--- src/rtl/exec_ctrl_if.sv ---
// exec_ctrl bus: instruction handshake, ALU drive/return,
// result handshake and architectural condition codes.
interface exec_ctrl_if;
    logic        in_valid;
    logic        in_ready;
    logic [3:0]  icode;
    logic [3:0]  ifun;
    logic [31:0] valA;
    logic [31:0] valB;
    logic [31:0] valC;
    logic [31:0] aluA;
    logic [31:0] aluB;
    logic [3:0]  alufun;
    logic [31:0] valE;
    logic        out_valid;
    logic        out_ready;
    logic [31:0] out_valE;
    logic        out_cnd;
    logic        out_err;
    logic        cc_zf;
    logic        cc_sf;
    logic        cc_of;

    modport slave (
        input  in_valid, icode, ifun, valA, valB, valC,
        input  valE, out_ready,
        output in_ready, aluA, aluB, alufun,
        output out_valid, out_valE, out_cnd, out_err,
        output cc_zf, cc_sf, cc_of
    );

    modport master (
        output in_valid, icode, ifun, valA, valB, valC,
        output valE, out_ready,
        input  in_ready, aluA, aluB, alufun,
        input  out_valid, out_valE, out_cnd, out_err,
        input  cc_zf, cc_sf, cc_of
    );
endinterface

--- src/rtl/exec_ctrl.sv ---
// Execute-stage controller: drives the external ALU, waits a
// settle window, captures valE, updates CC and evaluates cnd.
module exec_ctrl #(
    parameter int WORD_BYTES    = 4,
    parameter int SETTLE_CYCLES = 1
) (
    input logic        clk,
    input logic        rst_n,
    exec_ctrl_if.slave bus
);
    typedef enum logic [1:0] {IDLE, DRIVE, HOLD} state_t;

    localparam logic [3:0]  SETTLE = 4'(SETTLE_CYCLES);
    localparam logic [31:0] WB     = 32'(WORD_BYTES);

    state_t      state_q, state_d;
    logic [3:0]  cnt_q, cnt_d;
    logic [3:0]  icode_q, icode_d;
    logic [3:0]  ifun_q, ifun_d;
    logic [31:0] alua_q, alua_d;
    logic [31:0] alub_q, alub_d;
    logic [3:0]  alufun_q, alufun_d;
    logic [31:0] vale_q, vale_d;
    logic        in_ready_q, in_ready_d;
    logic        out_valid_q, out_valid_d;
    logic        out_cnd_q, out_cnd_d;
    logic        out_err_q, out_err_d;
    logic        zf_q, zf_d;
    logic        sf_q, sf_d;
    logic        of_q, of_d;

    logic [31:0] sel_a, sel_b;
    logic [3:0]  sel_fun;
    logic        is_cond, cond_ok, cond_bad;
    logic        cnd, err, set_cc, new_of;

    // ALU operand/function select from the incoming instruction
    always_comb begin
        sel_a   = '0;
        sel_b   = '0;
        sel_fun = '0;
        case (bus.icode)
            4'h2: sel_a = bus.valA;
            4'h3: sel_a = bus.valC;
            4'h4, 4'h5: begin
                sel_a = bus.valC;
                sel_b = bus.valB;
            end
            4'h6: begin
                sel_a   = bus.valB;
                sel_b   = bus.valA;
                sel_fun = (bus.ifun <= 4'd3) ? bus.ifun : 4'd0;
            end
            4'h8, 4'hA: begin
                sel_a = bus.valB;
                sel_b = -WB;
            end
            4'h9, 4'hB: begin
                sel_a = bus.valB;
                sel_b = WB;
            end
            default: ;
        endcase
    end

    // Condition, error and flag evaluation using pre-update CC
    always_comb begin
        is_cond  = (icode_q == 4'h2) || (icode_q == 4'h7);
        cond_ok  = 1'b0;
        cond_bad = 1'b0;
        case (ifun_q)
            4'd0:    cond_ok = 1'b1;
            4'd1:    cond_ok = (sf_q ^ of_q) | zf_q;
            4'd2:    cond_ok = sf_q ^ of_q;
            4'd3:    cond_ok = zf_q;
            4'd4:    cond_ok = !zf_q;
            4'd5:    cond_ok = !(sf_q ^ of_q);
            4'd6:    cond_ok = !(sf_q ^ of_q) && !zf_q;
            default: cond_bad = 1'b1;
        endcase
        cnd    = is_cond & cond_ok;
        set_cc = (icode_q == 4'h6);
        err    = (icode_q >= 4'hC)
               | (set_cc & (ifun_q > 4'd3))
               | (is_cond & cond_bad);
        case (alufun_q)
            4'd0: new_of = (alua_q[31] == alub_q[31])
                         & (bus.valE[31] != alua_q[31]);
            4'd1: new_of = (alua_q[31] != alub_q[31])
                         & (bus.valE[31] != alua_q[31]);
            default: new_of = 1'b0;
        endcase
    end

    // Next-state logic for the IDLE/DRIVE/HOLD sequence
    always_comb begin
        state_d     = state_q;
        cnt_d       = cnt_q;
        icode_d     = icode_q;
        ifun_d      = ifun_q;
        alua_d      = alua_q;
        alub_d      = alub_q;
        alufun_d    = alufun_q;
        vale_d      = vale_q;
        in_ready_d  = in_ready_q;
        out_valid_d = out_valid_q;
        out_cnd_d   = out_cnd_q;
        out_err_d   = out_err_q;
        zf_d        = zf_q;
        sf_d        = sf_q;
        of_d        = of_q;
        case (state_q)
            IDLE: begin
                if (bus.in_valid && in_ready_q) begin
                    icode_d    = bus.icode;
                    ifun_d     = bus.ifun;
                    alua_d     = sel_a;
                    alub_d     = sel_b;
                    alufun_d   = sel_fun;
                    cnt_d      = SETTLE;
                    in_ready_d = 1'b0;
                    state_d    = DRIVE;
                end
            end
            DRIVE: begin
                cnt_d = cnt_q - 4'd1;
                if (cnt_q <= 4'd1) begin
                    vale_d      = bus.valE;
                    out_cnd_d   = cnd;
                    out_err_d   = err;
                    out_valid_d = 1'b1;
                    state_d     = HOLD;
                    if (set_cc) begin
                        zf_d = (bus.valE == 32'd0);
                        sf_d = bus.valE[31];
                        of_d = new_of;
                    end
                end
            end
            HOLD: begin
                if (bus.out_ready) begin
                    out_valid_d = 1'b0;
                    in_ready_d  = 1'b1;
                    state_d     = IDLE;
                end
            end
            default: state_d = IDLE;
        endcase
    end

    // State and registered outputs
    always_ff @(posedge clk or negedge rst_n) begin
        if (!rst_n) begin
            state_q     <= IDLE;
            cnt_q       <= '0;
            icode_q     <= '0;
            ifun_q      <= '0;
            alua_q      <= '0;
            alub_q      <= '0;
            alufun_q    <= '0;
            vale_q      <= '0;
            in_ready_q  <= 1'b1;
            out_valid_q <= 1'b0;
            out_cnd_q   <= 1'b0;
            out_err_q   <= 1'b0;
            zf_q        <= 1'b1;
            sf_q        <= 1'b0;
            of_q        <= 1'b0;
        end else begin
            state_q     <= state_d;
            cnt_q       <= cnt_d;
            icode_q     <= icode_d;
            ifun_q      <= ifun_d;
            alua_q      <= alua_d;
            alub_q      <= alub_d;
            alufun_q    <= alufun_d;
            vale_q      <= vale_d;
            in_ready_q  <= in_ready_d;
            out_valid_q <= out_valid_d;
            out_cnd_q   <= out_cnd_d;
            out_err_q   <= out_err_d;
            zf_q        <= zf_d;
            sf_q        <= sf_d;
            of_q        <= of_d;
        end
    end

    assign bus.in_ready  = in_ready_q;
    assign bus.aluA      = alua_q;
    assign bus.aluB      = alub_q;
    assign bus.alufun    = alufun_q;
    assign bus.out_valid = out_valid_q;
    assign bus.out_valE  = vale_q;
    assign bus.out_cnd   = out_cnd_q;
    assign bus.out_err   = out_err_q;
    assign bus.cc_zf     = zf_q;
    assign bus.cc_sf     = sf_q;
    assign bus.cc_of     = of_q;
endmodule

--- src/flat_wrapper.sv ---
// flat-port wrapper written by rule: the top's interface ports become plain ports
module exec_ctrl_flat 
#(
    parameter int WORD_BYTES    = 4,
    parameter int SETTLE_CYCLES = 1
)
  (clk, rst_n, bus_in_valid, bus_icode, bus_ifun, bus_valA, bus_valB, bus_valC, bus_valE, bus_out_ready, bus_in_ready, bus_aluA, bus_aluB, bus_alufun, bus_out_valid, bus_out_valE, bus_out_cnd, bus_out_err, bus_cc_zf, bus_cc_sf, bus_cc_of);
  exec_ctrl_if bus_i ();
  input logic clk;
  input logic rst_n;
  input wire logic [$bits(bus_i.in_valid)-1:0] bus_in_valid;
  input wire logic [$bits(bus_i.icode)-1:0] bus_icode;
  input wire logic [$bits(bus_i.ifun)-1:0] bus_ifun;
  input wire logic [$bits(bus_i.valA)-1:0] bus_valA;
  input wire logic [$bits(bus_i.valB)-1:0] bus_valB;
  input wire logic [$bits(bus_i.valC)-1:0] bus_valC;
  input wire logic [$bits(bus_i.valE)-1:0] bus_valE;
  input wire logic [$bits(bus_i.out_ready)-1:0] bus_out_ready;
  output wire logic [$bits(bus_i.in_ready)-1:0] bus_in_ready;
  output wire logic [$bits(bus_i.aluA)-1:0] bus_aluA;
  output wire logic [$bits(bus_i.aluB)-1:0] bus_aluB;
  output wire logic [$bits(bus_i.alufun)-1:0] bus_alufun;
  output wire logic [$bits(bus_i.out_valid)-1:0] bus_out_valid;
  output wire logic [$bits(bus_i.out_valE)-1:0] bus_out_valE;
  output wire logic [$bits(bus_i.out_cnd)-1:0] bus_out_cnd;
  output wire logic [$bits(bus_i.out_err)-1:0] bus_out_err;
  output wire logic [$bits(bus_i.cc_zf)-1:0] bus_cc_zf;
  output wire logic [$bits(bus_i.cc_sf)-1:0] bus_cc_sf;
  output wire logic [$bits(bus_i.cc_of)-1:0] bus_cc_of;
  assign bus_i.in_valid = bus_in_valid;
  assign bus_i.icode = bus_icode;
  assign bus_i.ifun = bus_ifun;
  assign bus_i.valA = bus_valA;
  assign bus_i.valB = bus_valB;
  assign bus_i.valC = bus_valC;
  assign bus_i.valE = bus_valE;
  assign bus_i.out_ready = bus_out_ready;
  assign bus_in_ready = bus_i.in_ready;
  assign bus_aluA = bus_i.aluA;
  assign bus_aluB = bus_i.aluB;
  assign bus_alufun = bus_i.alufun;
  assign bus_out_valid = bus_i.out_valid;
  assign bus_out_valE = bus_i.out_valE;
  assign bus_out_cnd = bus_i.out_cnd;
  assign bus_out_err = bus_i.out_err;
  assign bus_cc_zf = bus_i.cc_zf;
  assign bus_cc_sf = bus_i.cc_sf;
  assign bus_cc_of = bus_i.cc_of;
  exec_ctrl #(.WORD_BYTES(WORD_BYTES), .SETTLE_CYCLES(SETTLE_CYCLES)) u_core (.clk(clk), .rst_n(rst_n), .bus(bus_i));
endmodule
--- config.mk ---
export PLATFORM = sky130hd
export DESIGN_NAME = exec_ctrl_flat
export DESIGN_NICKNAME = d
export VERILOG_FILES = /design/src/rtl/exec_ctrl_if.sv /design/src/rtl/exec_ctrl.sv /design/src/flat_wrapper.sv
export SDC_FILE = /design/constraint.sdc
export NUM_CORES = 1
export LEC_CHECK = 0
export ABC_AREA = 1
export CAP_MARGIN = 10
export CELL_PAD_IN_SITES_DETAIL_PLACEMENT = 0
export CELL_PAD_IN_SITES_GLOBAL_PLACEMENT = 1
export CORE_MARGIN = 8
export CORE_UTILIZATION = 30
export DETAILED_ROUTE_END_ITERATION = 12
export PLACE_DENSITY_LB_ADDON = 0.1
export SLEW_MARGIN = 20
export SYNTH_ARGS = -nofsm -noshare
export SYNTH_HDL_FRONTEND = slang
export SYNTH_SLANG_ARGS = --single-unit
export TNS_END_PERCENT = 20
--- constraint.sdc ---
create_clock -name clk -period 1.55 [get_ports clk]
set_input_delay 0.2325 -clock clk [delete_from_list [all_inputs] [get_ports clk]]
set_output_delay 0.2325 -clock clk [all_outputs]
set_load 0.01 [all_outputs]
==> results.md, run 1 <==
- Clock power share: 51.1%
- Post-synthesis average cell area: 7.179 um2
- Peak supply drop: ~0.73 mV
- Rows: 52
- WS Path Type: register to primary output
- Lkg Pwr: between 5 and 6 nW
- Final period util: between 90 and 100%
- Initial Util: between 30% and 40%
- Ys async rst share: 100.0%
- Worst-path clk slew: 0.06 ns
- Initial DRC count: approximately 330
- Hold Fails Final Rpt: 0
- CTS Sinks: 121
- Die height: approximately 160 um
- Slowest cell on the critical path: dfstp_2
- Setup violators final: 0
- Required time worst endpoint: between 1 and 1.5 ns
- EDFF count, synth: 0
- Run status: completed
- Yosys top cell area share: approximately half
- Buf+Inv Stages, Crit Path: 1
- Fill count: 1987
- Vias in the first global route: approximately 6500
- CTS Buf Count: 17
- Area leader, netlist: dfrtp_1
- Multi-input gate area: around 2800 um2
- Synth area leaders: dfrtp_1, nand2_1, nand3_1, nor2_1, inv_1
- Placed Area: 9244 um2
- Sw Pwr: about 1.9 mW
- Clock skew: between 0.009 and 0.01 ns
- Area taken by flip-flops and latches: roughly 3000 um2
- Drt pass-1 iters: 4
- Cell Chain, Critical Path: dlygate4sd2_1
- First-pass GRT wire length: 36940 um
- Top_reg_cell synth: dfrtp_1
- Vias per cell: between 4 and 5
- Layout overhead on the synthesized area: 61.99%
- DIE AREA: 25290 um2
- Sequential group share of total power: 38.6%
- Post-Synthesis Cells: 855
- Slowest stage delay, CP: around 0.57 ns
- Critical path's top delay family: flip-flops
- Sw Ratio: roughly a quarter
- Pwr Density: ~820 nW/um2
- Pwr Total: around 8 mW
- Routed len/inst: around 17 um
- Slew headroom: between 60 and 70%
- DPL Wire Length: between 15000 and 20000 um
- RSZ-0062 raised after global routing: no
- Post-synthesis sequential area ratio: about 49%
- GPL Wtd Cong: roughly 0.86
- CP Capture Type: primary output
- Die Wd: between 150 and 200 um
- Int Power: 6.261 mW
- Antenna violations before repair: 1
- Synth Cell Area: slightly above 6000 um2
- CTS tree: done
- Worst-Margin Slew: roughly 0.52 ns
- Most common cell in the netlist: nand2_1
- Critical Path Start Type: register
- Logic pwr share: ~10%
- Cell area after layout: ~9900 um2
- Final Slew Violations: 0
- Vias: 6394
- Largest net degree at the start of global routing: between 50 and 60
- Core ar.: 20170 um2
- Number of routed nets with antenna violations: 0
- Max-cap violations: 0
- Ports: roughly 250
- Max FO, Critical Path: 3
- Share of post-route cells with drive strength above 1: a little under a tenth
- Post-synth cell types: 28
- Maximum clock rate: 672.2 MHz
- Fin nets: roughly 1300
- WP data arrival: 1.26 ns
- Clock Tree Root: clkbuf_16
- Clock Latency Late Sink: between 0.4 and 0.5 ns
- Gr ovfl total: 0
- CTS Buffer Depth: 2
- Residual DRC: 0
- Hold Path Class: input pin to async pin
- Total Wirelength: 23950 um
- Net Count, Synth: roughly 1000
- Seq cells post-synth: roughly 120
- Total GRT Usage: a little under a fifth
- Synth top cells by count: nand2_1, dfrtp_1, nand3_1
- Yosys warning total: 0
- H-tree depth: 4
- Final core utilization: roughly half
- Post-layout min period: ~1.5 ns
- Port bufs: 246
final timing paths:
kind	slack, ns	cells after the start	to	start
setup / recovery	0.06	1	bus_in_ready	u_core.bus.in_ready$_DFFE_PN1P_
hold / removal	0.26	2	u_core.bus.out_valE[4]$_DFFE_PN0P_	rst_n
setup reg to reg	0.09	9	u_core.bus.out_valE[18]$_DFFE_PN0P_	u_core.cnt_q[0]$_DFFE_PN0P_
hold reg to reg	0.47	2	u_core.bus.out_valE[25]$_DFFE_PN0P_	u_core.bus.out_valE[25]$_DFFE_PN0P_
max in group asynchronous	0.73	3	u_core.icode_q[1]$_DFFE_PN0P_	rst_n
min in group clk	0.39	3	u_core.bus.out_valE[5]$_DFFE_PN0P_	bus_valE[5]
cell usage in the layout, fill, tap and decap left out, types with 2 or more instances in the layout:
cell type	count
a21oi_1	2
buf_12	17
buf_4	32
bufinv_16	3
clkbuf_16	20
clkbuf_8	2
clkdlybuf4s50_1	138
clkinv_4	3
clkinvlp_4	2
dfrtp_1	119
dfstp_2	2
dlygate4sd2_1	89
dlymetal6s2s_1	18
inv_1	25
inv_2	8
inv_6	3
nand2_1	473
nand2_2	2
nand3_1	108
nor2_1	33
nor2_2	3
nor2_4	3
o21ai_0	20
layer usage:
metal,vias up,GRT usage (%),part of all wire (%)
li1,3229,-,-
met1,2931,22.46,43
met2,204,29.47,48
met3,30,6.205,7.3
met4,0,5.918,2.0
met5,-,0,0
worst register-to-register path: stages, from the launching register on:
cell and delay [ns]:
dfrtp_1 0.41, inv_2 0.07, ha_2 0.18, inv_2 0.05, nand2_4 0.08, nand3_4 0.18
inv_8 0.15, clkbuf_16 0.17, nand2_1 0.05, nand2_1 0.06
state kept, by name, summed over array words and instances, names as in the netlist:
signal                count
u_core.bus.out_cnd        1
u_core.bus.out_valE      32
u_core.bus.in_ready       1
u_core.state_q            2
u_core.icode_q            4
u_core.bus.cc_of          1
u_core.bus.aluA          32
u_core.ifun_q             4
u_core.bus.alufun         4
u_core.bus.aluB          32
u_core.bus.cc_sf          1
u_core.cnt_q              4
u_core.bus.out_valid      1
u_core.bus.out_err        1
u_core.bus.cc_zf          1
timing repair:
| item | CTS | global route |
|---|---|---|
| hold buffers | 1 | 0 |
| setup endpoints to repair | 89 | 53 |
| endpoints found under the hold margin | 16 | 0 |
| pin swaps | 0 | 1 |
| cloned | 0 | 5 |
| setup buffers | 0 | 2 |
| gates resized for setup | 89 | 29 |
through the flow:
stage | hold WS (ns) | std cells | setup slack, ns | TNS [ns]
6_report | 0.2563 | 1415 | 0.06228 | 0
5_1_grt | 0.2627 | 1415 | 0.003791 | 0
4_1_cts | 0.2525 | 1407 | 0.000007550 | 0
3_5_place_dp | 0.1444 | 1374 | -0.1821 | -7.860
3_3_place_gp | 0.1502 | 1374 | -0.1496 | -6.792
2_1_floorplan | -0.06309 | 855 | 0.1706 | 0
final cells by class:
class                      count  share of cell area (%)
multi-input combinational    658                   27.71
timing repair buffer         299                   30.80
inverter                      34                   1.359
clock buffer                  20                   4.593
antenna                        1                 0.02517
tap                          270                   3.398
clock inverter                12                   1.636
sequential                   121                   30.48
cell families (layout without fill, tap and decap cells):
| group | Yosys count | count (layout) | synth area share (%) |
|---|---|---|---|
| simple gates | 628 | 629 | 41.72 |
| flops | 121 | 121 | 49.37 |
| buf+inv | 77 | 365 | 6.156 |
| compound gates | 26 | 26 | 2.202 |
| fa+ha+maj | 2 | 2 | 0.4076 |
| xor+xnor | 1 | 1 | 0.1427 |
| other cells | 0 | 1 | 0 |
power by group through the flow:
| stage | Combinational [mW] | Sequential [mW] | Clock [mW] |
|---|---|---|---|
| 5_1_grt | 0.919 | 3.16 | 4.44 |
| 2_1_floorplan | 0.227 | 3.22 | 0 |
| 6_report | 0.840 | 3.16 | 4.19 |
| 4_1_cts | 0.847 | 3.16 | 4.30 |
| 3_5_place_dp | 0.841 | 3.22 | 0 |
| 3_3_place_gp | 0.851 | 3.22 | 0 |
No activity file was read; power rests on OpenSTA's default activity.
==> run 2: changes to the inputs <==
--- a/config.mk
+++ b/config.mk
@@ -13,7 +13,7 @@
 export CORE_UTILIZATION = 30
 export DETAILED_ROUTE_END_ITERATION = 12
 export PLACE_DENSITY_LB_ADDON = 0.1
-export SLEW_MARGIN = 20
+export SLEW_MARGIN = 25
 export SYNTH_ARGS = -nofsm -noshare
 export SYNTH_HDL_FRONTEND = slang
 export SYNTH_SLANG_ARGS = --single-unit
==> results of run 2 <==
Same layout as run 1: the final DEF is identical, and so are final timing and power.
==> run 3: changes to the inputs <==
--- a/config.mk
+++ b/config.mk
@@ -13,6 +13,7 @@
 export CORE_UTILIZATION = 30
 export DETAILED_ROUTE_END_ITERATION = 12
 export PLACE_DENSITY_LB_ADDON = 0.1
+export REMOVE_ABC_BUFFERS = 1
 export SLEW_MARGIN = 25
 export SYNTH_ARGS = -nofsm -noshare
 export SYNTH_HDL_FRONTEND = slang
==> run 3 against run 2 <==
Compared with the run above: sequential share of layout area up 0.59 points; global-route usage up 0.070 points; first-iteration DRC count up 15%; highest routed layer unchanged; total power down 1.7%; largest power group unchanged; critical path type unchanged.
==> results.md, run 3 (synthesis gave the netlist of run 1 again) <==
- Run status: completed (unchanged)
- Pre-CTS setup slack: -0.2690 ns (was -0.1821 ns)
- Reg2reg end: u_core.bus.out_valE[29]$_DFFE_PN0P_ (was u_core.bus.out_valE[18]$_DFFE_PN0P_)
- Worst-Margin Slew: 0.3817 ns (was 0.5184 ns)
- Required time worst endpoint: 1.32 ns (about the same)
- Die height: 159.0 um (unchanged)
- Maximum clock rate: 673.2 MHz (was 672.2 MHz)
- Clock Latency Late Sink: 0.41 ns (about the same)
- Routed len/inst: 16.04 um (was 16.92 um)
- Worst r2r src: u_core.cnt_q[0]$_DFFE_PN0P_ (unchanged)
- Hold Path Class: input pin to async pin (unchanged)
- Cell Chain, Critical Path: dlygate4sd2_1 (unchanged)
- Share of post-route cells with drive strength above 1: 9.178% (was 9.441%)
- Setup violators final: 0 (unchanged)
- Port bufs: 246 (unchanged)
- Antenna violations before repair: 0 (was 1)
- Fill count: 2088 (was 1987)
- Slew headroom: 74.55% (was 65.44%)
- Clock skew: 0.009241 ns (was 0.009640 ns)
- CTS Buffer Depth: 2 (unchanged)
- Lkg Pwr: 5.008 nW (was 5.123 nW)
- Critical Path Start Type: register (unchanged)
- Most common cell after layout, fill and taps aside: nand2_1 (unchanged)
- Final period util: 95.83% (was 95.98%)
- WHS: 0.2838 ns (was 0.2563 ns)
- Total Wirelength: 22690 um (was 23950 um)
- Final Slew Violations: 0 (unchanged)
- Rows: 52 (unchanged)
- Final setup margin: 0.06460 ns (was 0.06228 ns)
- CTS Buf Count: 17 (unchanged)
- Hold Fails Final Rpt: 0 (unchanged)
- Die Wd: 159.0 um (unchanged)
- Slowest stage delay, CP: 0.56 ns (was 0.57 ns)
- Gr ovfl total: 0 (unchanged)
- Vias per cell: 4.471 (was 4.519)
- Slowest cell on the critical path: dfstp_2 (unchanged)
- Initial Util: 30.43% (unchanged)
- Vias in the first global route: 6685 (was 6542)
- Initial DRC count: 383 (was 334)
- ANT cells: 0 (was 1)
- CTS tree: done (unchanged)
- Fin nets: 1273 (unchanged)
- DPL Wire Length: 16840 um (was 17580 um)
- Worst-path clk slew: 0.06 ns (about the same)
- Worst reg2reg setup slack: 0.11 ns (was 0.09 ns)
- Peak supply drop: 0.6109 mV (was 0.7259 mV)
- Worst r2r path cells: 8 (was 9)
- Vias: 6322 (was 6394)
- Pwr Total: 8.044 mW (was 8.184 mW)
- Drt pass-1 iters: 6 (was 4)
- Clock Tree Root: clkbuf_16 (unchanged)
- Max-cap violations: 0 (unchanged)
- CP Capture Type: primary output (unchanged)
- Max FO, Critical Path: 3 (unchanged)
- Residual DRC: 0 (unchanged)
- Layout overhead on the synthesized area: 58.93% (was 61.99%)
- Total GRT Usage: 18.30% (was 18.23%)
- Most frequent cells in the layout: nand2_1, clkdlybuf4s50_1, dfrtp_1, nand3_1, dlygate4sd2_1 (unchanged)
- DIE AREA: 25290 um2 (unchanged)
- Buf+Inv Stages, Crit Path: 1 (unchanged)
- CTS Sinks: 121 (unchanged)
- Number of routed nets with antenna violations: 0 (unchanged)
- Cell area after layout: 9756 um2 (was 9943 um2)
- H-tree depth: 4 (unchanged)
- Critical path's top delay family: flip-flops (unchanged)
- Pwr Density: 824.6 nW/um2 (was 823.1 nW/um2)
- Largest net degree at the start of global routing: 41 (was 51)
- Ports: 247 (unchanged)
- Core ar.: 20170 um2 (unchanged)
- GPL Wtd Cong: 0.7704 (was 0.8599)
- Placed Area: 9209 um2 (was 9244 um2)
- Post-layout min period: 1.485 ns (was 1.488 ns)
- WP data arrival: 1.25 ns (was 1.26 ns)
- First-pass GRT wire length: 37040 um (was 36940 um)
- WS Path Type: register to primary output (unchanged)
## run 3: changes by cell type in the layout (fill, tap and decap cells not counted), sizes merged
cell / delta
buf: +4
nand3: -1
dlymetal6s2s: -15
diode: -1
bufinv: -1
dlygate4sd2: +14
clkdlybuf4s15: +1
clkbuf: -2
## run 3: cell type report
class / count / area, um2 / share of cell area, %
inverter: 34 / 130.1 / 1.334
timing repair buffer: 300 / 2913 / 29.86
clock inverter: 11 / 136.4 / 1.398
multi-input combinational: 657 / 2738 / 28.06
sequential: 121 / 3030 / 31.06
clock buffer: 21 / 470.5 / 4.822
tap: 270 / 337.8 / 3.463
## run 3: power by group
part           total, mW  internal (mW)  switching, mW
sequential          3.16           3.16              0
combinational      0.826          0.463          0.364
clock               4.06           2.52           1.54
## run 3: how the worst max path moves through the flow
| stage | start | end | slack, ns | cells past startpoint |
|---|---|---|---|---|
| after global routing | u_core.cnt_q[1]$_DFFE_PN0P_ | u_core.bus.cc_of$_DFFE_PN0P_ | -0.01 | 9 |
| after detailed placement | bus_icode[1] | u_core.bus.aluA[14]$_DFFE_PN0P_ | -0.27 | 10 |
| after global placement | bus_icode[1] | u_core.bus.aluA[14]$_DFFE_PN0P_ | -0.27 | 10 |
| after CTS | u_core.bus.out_valE[3]$_DFFE_PN0P_ | bus_out_valE[3] | 0.00005 | 1 |
| final | u_core.bus.in_ready$_DFFE_PN1P_ | bus_in_ready | 0.06 | 1 |
| after floorplan | u_core.bus.in_ready$_DFFE_PN1P_ | u_core.cnt_q[3]$_DFFE_PN0P_ | -0.91 | 5 |
## run 3: what timing repair did
item / CTS / global route
setup endpoints to repair: 104 / 40
setup buffers: 0 / 5
gates cloned: 0 / 0
resized for setup: 104 / 10
pin swaps: 0 / 0
hold endpoints to repair: 20 / 0
hold buffers: 1 / 0
## run 3: stage by stage
| stage | instances | setup TNS [ns] | utilization, % |
|---|---|---|---|
| after floorplan | 812 | -58.04 | - |
| after global placement | 1376 | -10.65 | 45.66 |
| after detailed placement | 1376 | -11.16 | 45.66 |
| after CTS | 1409 | 0 | 48.07 |
| after global routing | 1414 | -0.02671 | 48.37 |
| final | 1414 | 0 | 48.37 |
## run 3: metal layers
metal	share of wire, %	up-vias	global-route usage, %
met4	1.2	0	4.588
met1	44	2896	22.28
li1	-	3219	-
met5	0	-	0
met3	8.9	17	7.730
met2	46	190	29.39
